$ cat config.mk
export PLATFORM = sky130hd
export DESIGN_NAME = spi_csr_master
export DESIGN_NICKNAME = d
export VERILOG_FILES = /design/src/rtl/spi_csr_master.sv
export SDC_FILE = /design/constraint.sdc
export NUM_CORES = 1
export LEC_CHECK = 0
export CAP_MARGIN = 20
export CELL_PAD_IN_SITES_DETAIL_PLACEMENT = 1
export CELL_PAD_IN_SITES_GLOBAL_PLACEMENT = 2
export CORE_ASPECT_RATIO = 1.25
export CORE_MARGIN = 2
export CORE_UTILIZATION = 25
export CTS_CLUSTER_SIZE = 40
export DETAILED_ROUTE_END_ITERATION = 8
export PLACE_DENSITY_LB_ADDON = 0.1
export RECOVER_POWER = 100
export REMOVE_ABC_BUFFERS = 1
export SETUP_SLACK_MARGIN = 0.2
export SLEW_MARGIN = 20
export SYNTH_ARGS = -nofsm -noshare
export SYNTH_HDL_FRONTEND = slang
export SYNTH_SLANG_ARGS = --single-unit
export TNS_END_PERCENT = 1
$ cat constraint.sdc
create_clock -name clk_i -period 4.5 [get_ports clk_i]
set_input_delay 0.675 -clock clk_i [delete_from_list [all_inputs] [get_ports clk_i]]
set_output_delay 0.675 -clock clk_i [all_outputs]
set_load 0.01 [all_outputs]
$ cat src/rtl/spi_csr_master.sv
// rtl/spi_csr_master.sv - SPI mode-0 peripheral bridge issuing CSR reads and writes
module spi_csr_master #(
    parameter int ADDR_WIDTH    = 7,
    parameter int DATA_WIDTH    = 8,
    parameter int ACCESS_CYCLES = 3
) (
    input  logic                  clk_i,
    input  logic                  rst_i,
    input  logic                  sclk_i,
    input  logic                  cs_n_i,
    input  logic                  mosi_i,
    output logic                  miso_o,
    output logic                  miso_oe_o,
    output logic [ADDR_WIDTH-1:0] addr_o,
    output logic [DATA_WIDTH-1:0] write_data_o,
    output logic                  write_en_o,
    output logic                  read_en_o,
    input  logic [DATA_WIDTH-1:0] read_data_i,
    output logic                  busy_o
);
    localparam int CMD_W = 1 + ADDR_WIDTH;
    localparam int SH_W  = (CMD_W > DATA_WIDTH) ? CMD_W : DATA_WIDTH;
    localparam int CNT_W = $clog2(SH_W + 1);
    localparam int ACC_W = (ACCESS_CYCLES > 1) ? $clog2(ACCESS_CYCLES) : 1;

    typedef enum logic [2:0] {
        IDLE, CMD, RD_ACCESS, RD_SHIFT, WR_DATA, WR_ACCESS, DONE
    } state_t;

    state_t                state_q, state_d;
    logic [1:0]            sclk_sync_q, sclk_sync_d;
    logic [1:0]            cs_sync_q, cs_sync_d;
    logic [1:0]            mosi_sync_q, mosi_sync_d;
    logic                  sclk_prev_q, sclk_prev_d;
    logic [CNT_W-1:0]      bit_cnt_q, bit_cnt_d;
    logic [ACC_W-1:0]      acc_cnt_q, acc_cnt_d;
    logic [SH_W-2:0]       rx_q, rx_d;
    logic [DATA_WIDTH-1:0] tx_q, tx_d;
    logic                  miso_q, miso_d;
    logic                  miso_oe_q, miso_oe_d;
    logic [ADDR_WIDTH-1:0] addr_q, addr_d;
    logic [DATA_WIDTH-1:0] write_data_q, write_data_d;
    logic                  write_en_q, write_en_d;
    logic                  read_en_q, read_en_d;
    logic                  busy_q, busy_d;

    logic            sclk_s, cs_s, mosi_s, sclk_rise, sclk_fall;
    logic [SH_W-1:0] rx_shift;

    assign sclk_s    = sclk_sync_q[1];
    assign cs_s      = cs_sync_q[1];
    assign mosi_s    = mosi_sync_q[1];
    assign sclk_rise = sclk_s & ~sclk_prev_q;
    assign sclk_fall = ~sclk_s & sclk_prev_q;
    assign rx_shift  = {rx_q, mosi_s};

    always_comb begin
        sclk_sync_d  = {sclk_sync_q[0], sclk_i};
        cs_sync_d    = {cs_sync_q[0], cs_n_i};
        mosi_sync_d  = {mosi_sync_q[0], mosi_i};
        sclk_prev_d  = sclk_s;
        state_d      = state_q;
        bit_cnt_d    = bit_cnt_q;
        acc_cnt_d    = acc_cnt_q;
        rx_d         = rx_q;
        tx_d         = tx_q;
        miso_d       = 1'b0;
        miso_oe_d    = miso_oe_q;
        addr_d       = addr_q;
        write_data_d = write_data_q;
        write_en_d   = write_en_q;
        read_en_d    = read_en_q;
        busy_d       = busy_q;

        case (state_q)
            IDLE: begin
                if (!cs_s) begin
                    state_d   = CMD;
                    miso_oe_d = 1'b1;
                    busy_d    = 1'b1;
                    bit_cnt_d = '0;
                    rx_d      = '0;
                end
            end
            CMD: begin
                if (cs_s) begin
                    state_d   = IDLE;
                    miso_oe_d = 1'b0;
                    busy_d    = 1'b0;
                end else if (sclk_rise) begin
                    rx_d = rx_shift[SH_W-2:0];
                    if (bit_cnt_q == CNT_W'(CMD_W - 1)) begin
                        addr_d    = rx_shift[ADDR_WIDTH-1:0];
                        bit_cnt_d = '0;
                        acc_cnt_d = '0;
                        if (rx_shift[ADDR_WIDTH]) begin
                            state_d   = RD_ACCESS;
                            read_en_d = 1'b1;
                        end else begin
                            state_d = WR_DATA;
                        end
                    end else begin
                        bit_cnt_d = bit_cnt_q + 1'b1;
                    end
                end
            end
            // A started access always runs its full strobe; cs_n is only honoured afterwards.
            RD_ACCESS: begin
                if (read_en_q) begin
                    if (acc_cnt_q == ACC_W'(ACCESS_CYCLES - 1)) begin
                        read_en_d = 1'b0;
                    end else begin
                        acc_cnt_d = acc_cnt_q + 1'b1;
                    end
                end else begin
                    tx_d   = read_data_i;
                    busy_d = 1'b0;
                    if (cs_s) begin
                        state_d   = IDLE;
                        miso_oe_d = 1'b0;
                    end else begin
                        state_d = RD_SHIFT;
                    end
                end
            end
            RD_SHIFT: begin
                miso_d = miso_q;
                if (cs_s) begin
                    state_d   = IDLE;
                    miso_oe_d = 1'b0;
                    miso_d    = 1'b0;
                end else if (sclk_fall && bit_cnt_q != CNT_W'(DATA_WIDTH)) begin
                    miso_d    = tx_q[DATA_WIDTH-1];
                    tx_d      = {tx_q[DATA_WIDTH-2:0], 1'b0};
                    bit_cnt_d = bit_cnt_q + 1'b1;
                end else if (sclk_rise && bit_cnt_q == CNT_W'(DATA_WIDTH)) begin
                    // Last bit stays on MISO until the host has sampled it.
                    state_d = DONE;
                    miso_d  = 1'b0;
                end
            end
            WR_DATA: begin
                if (cs_s) begin
                    state_d   = IDLE;
                    miso_oe_d = 1'b0;
                    busy_d    = 1'b0;
                end else if (sclk_rise) begin
                    rx_d = rx_shift[SH_W-2:0];
                    if (bit_cnt_q == CNT_W'(DATA_WIDTH - 1)) begin
                        write_data_d = rx_shift[DATA_WIDTH-1:0];
                        write_en_d   = 1'b1;
                        acc_cnt_d    = '0;
                        state_d      = WR_ACCESS;
                    end else begin
                        bit_cnt_d = bit_cnt_q + 1'b1;
                    end
                end
            end
            WR_ACCESS: begin
                if (acc_cnt_q == ACC_W'(ACCESS_CYCLES - 1)) begin
                    write_en_d = 1'b0;
                    busy_d     = 1'b0;
                    if (cs_s) begin
                        state_d   = IDLE;
                        miso_oe_d = 1'b0;
                    end else begin
                        state_d = DONE;
                    end
                end else begin
                    acc_cnt_d = acc_cnt_q + 1'b1;
                end
            end
            DONE: begin
                if (cs_s) begin
                    state_d   = IDLE;
                    miso_oe_d = 1'b0;
                end
            end
            default: begin
                state_d    = IDLE;
                miso_oe_d  = 1'b0;
                busy_d     = 1'b0;
                write_en_d = 1'b0;
                read_en_d  = 1'b0;
            end
        endcase
    end

    always_ff @(posedge clk_i) begin
        if (rst_i) begin
            state_q      <= IDLE;
            sclk_sync_q  <= '0;
            cs_sync_q    <= '1;
            mosi_sync_q  <= '0;
            sclk_prev_q  <= 1'b0;
            bit_cnt_q    <= '0;
            acc_cnt_q    <= '0;
            rx_q         <= '0;
            tx_q         <= '0;
            miso_q       <= 1'b0;
            miso_oe_q    <= 1'b0;
            addr_q       <= '0;
            write_data_q <= '0;
            write_en_q   <= 1'b0;
            read_en_q    <= 1'b0;
            busy_q       <= 1'b0;
        end else begin
            state_q      <= state_d;
            sclk_sync_q  <= sclk_sync_d;
            cs_sync_q    <= cs_sync_d;
            mosi_sync_q  <= mosi_sync_d;
            sclk_prev_q  <= sclk_prev_d;
            bit_cnt_q    <= bit_cnt_d;
            acc_cnt_q    <= acc_cnt_d;
            rx_q         <= rx_d;
            tx_q         <= tx_d;
            miso_q       <= miso_d;
            miso_oe_q    <= miso_oe_d;
            addr_q       <= addr_d;
            write_data_q <= write_data_d;
            write_en_q   <= write_en_d;
            read_en_q    <= read_en_d;
            busy_q       <= busy_d;
        end
    end

    assign miso_o       = miso_q;
    assign miso_oe_o    = miso_oe_q;
    assign addr_o       = addr_q;
    assign write_data_o = write_data_q;
    assign write_en_o   = write_en_q;
    assign read_en_o    = read_en_q;
    assign busy_o       = busy_q;
endmodule
==> results.tsv <==
stage	metric	value	unit
status	status	finished, final reports clean	
synth	netlist_area	2407	um2
synth	seq_area_frac_synth	42.41	%
sta	finClkSkew	0.004650	ns
clock_tree	clock_sink_count	51	
sta	fin_setup_tns	0	ns
clock_tree	root_buffer	clkbuf_16	
cells_and_area	layoutNonFillerInstCount	430	
placed_design	hpwl	4.468	mm
global_route	overflow	0	
routing	drc	0	
clock_tree	cts_buffers	5	
routing	vias_per_cell	4.744	
sta	period_share	64.01	%
critical_path	cp.required	4.73	ns
clock_tree	cts.repair.resized	0	
synth	synth_warnings	0	
synth	syn_inst	278	
floorplanning	rows	40	
critical_path	crit_fanout	27	
cells_and_area	layout-drive-gt1-share	4.934	%
job	cap_violations	0	
routing	antenna_left	0	
floorplanning	die_area	10440	um2
global_route	grt_max_degree	32	
synth	synth.avg_cell_area	8.659	um2
critical_path	worstSetupStartpointType	flip-flop	
synth	yosysUniqueCellTypes	46	
clock_tree	clkTransAtPathRegs	0.07	ns
cells_and_area	layout_commonest_cell	dfxtp_1	
global_route	antenna_found_initial	0	
routing	totalWireLength	6.497	mm
cells_and_area	synthToLayoutAreaGrowth	22.61	%
routing	first_pass_iters	4	
floorplanning	coreArea	9509	um2
cells_and_area	diodes	0	
sta	max_freq	347.2	MHz
global_route	grt_pass1_wl	11.03	mm
cells_and_area	final_cell_mix	51 x dfxtp_1, 37 x nor2_1, 22 x mux2i_1	
sta	slew_violations	0	
clock_tree	clkLatencyLatePin	0.30	ns
power	cellLeakagePower	1.056	nW
synth	yosys_most_used_dff	dfxtp_1	
routing	vias	2040	
sta	rsz0062_at_grt	no	
synth	synth-seq-cells	51	
sta	finalHoldViolCount	0	
global_route	grt_pass1_vias	2123	
hold_path	hp-class	reg -> reg	
placed_design	dp_cells	421	
placed_design	globalplace.congestion	0.7805	
routing	wl_per_cell	15.11	um
sta	setup_viol	0	
sta	tightest_slew	1.383	ns
global_route	grtUsageTotal	13.40	%
clock_tree	h-tree-depth	2	
placed_design	port_buffers	32	
power	powerDensity	334.9	nW/um2
floorplanning	floorplan.initialDensity	25.32	%
critical_path	crit_type	reg -> reg	
floorplanning	io_pins	33	
routing	initialDrtViolationCount	79	
sta	post-route-min-period	2.880	ns
synth	async_reset_ff_share	0	%
sta	slew_headroom	7.797	%
cells_and_area	finalNetCount	319	
clock_tree	post_cts_buffers	0	
floorplanning	die_w	91.77	um
critical_path	endpoint_kind	flip-flop	
clock_tree	ctsHoldBuffers	0	
power	peakVddDrop	185.6	uV
clock_tree	clockBufferDepth	2	
floorplanning	die_height	113.7	um
clock_tree	cts_tree	done	
synth	synth_edf_count	0	
critical_path	critPathArrivalTime	3.11	ns
worst max-delay path, cell delays in order, from the launching register on:
cell and delay (ns):
dfxtp_1 0.85, and2b_1 0.30, a211o_1 0.28, nor4b_1 0.90
mux2_1 0.38, nor2_1 0.08
power breakdown:
group	switching, mW	internal, mW	total (mW)
clock	0.191	0.210	0.401
sequential	0.0208	0.458	0.479
combinational	0.0625	0.0465	0.109
total	0.274	0.715	0.989
layer usage:
layer / GRT usage, % / share of wire, % / vias to the layer above
li1: - / - / 1034
met1: 17.35 / 47 / 970
met2: 21.81 / 48 / 26
met3: 3.038 / 3.0 / 10
met4: 5.075 / 1.9 / 0
met5: 0 / 0 / -
final cells by class:
type                    instances  area [um2]
flip-flops and latches         51        1021
repair buffers                 36       337.8
inverters                       9       33.78
multi-input cells             200        1254
clock inverters                 3       22.52
fillers                      1142        6558
clock buffers                   5       125.1
well taps                     126       157.7
cells in the mapped netlist, types with 2 or more instances:
cell | number | area share (%)
clkbuf_1 | 13 | 2.0
a211o_1 | 3 | 1.1
inv_1 | 9 | 1.4
nor2b_1 | 9 | 2.3
a21oi_1 | 18 | 3.7
a211oi_1 | 9 | 2.8
o22ai_1 | 2 | 0.52
nor2_2 | 2 | 0.52
o21ai_0 | 13 | 2.7
nand3_1 | 9 | 1.9
a221oi_1 | 3 | 1.1
nand3b_1 | 2 | 0.62
o32ai_1 | 3 | 1.1
a21boi_0 | 2 | 0.62
dfxtp_1 | 51 | 42
nand2_1 | 13 | 2.0
ha_1 | 3 | 1.6
nand2b_1 | 15 | 3.9
buf_2 | 3 | 0.62
nor3_1 | 10 | 2.1
nor2_1 | 35 | 5.5
mux2i_1 | 22 | 9.1
or2_2 | 4 | 1.0
mux2_1 | 2 | 0.94
a41oi_1 | 2 | 0.73
state kept, by name (all words and copies together) (netlist names):
signal / flops
mosi_sync_q: 2
addr_o: 7
write_data_o: 8
miso_o: 1
read_en_o: 1
sclk_sync_q: 2
bit_cnt_q: 4
cs_sync_q: 2
busy_o: 1
acc_cnt_q: 2
tx_q: 8
rx_q: 7
sclk_prev_q: 1
miso_oe_o: 1
state_q: 3
write_en_o: 1
kinds of logic (layout without fill, tap and decap cells):
group	count (synthesis)	in the layout	synth area share (%)
and+or+nand+nor	108	108	23.44
muxes	24	24	10.08
adders and majority gates	4	4	1.975
AOI/OAI and AO/OA	64	64	17.41
DFF	51	51	42.41
buffers and inverters	27	53	4.677
stage by stage:
step                      setup slack (ns)  hold WS [ns]  total power [mW]  utilization, %  cell area (um2)
final                                1.620        0.4155            0.9886           31.04             2952
after global routing                 1.332        0.4428             1.041           31.04             2952
after CTS                            2.078        0.4179             1.014           31.25             2972
after detailed placement             2.084        0.3996            0.6021           29.70             2824
after global placement               2.107        0.3985            0.6030           29.70             2824
after floorplan                      2.444        0.3895            0.5534               -             2328
path summary, 6_finish.rpt:
check                             startpoint           end  slack [ns]  depth (start not counted)
worst max-delay path              state_q[0]  bit_cnt_q[1]        1.62                          5
worst max register to register    state_q[0]  bit_cnt_q[1]        1.62                          5
worst min-delay path            cs_sync_q[0]  cs_sync_q[1]        0.42                          1
worst min register to register  cs_sync_q[0]  cs_sync_q[1]        0.42                          1
Note: power is estimated with default switching activity, not from simulation.
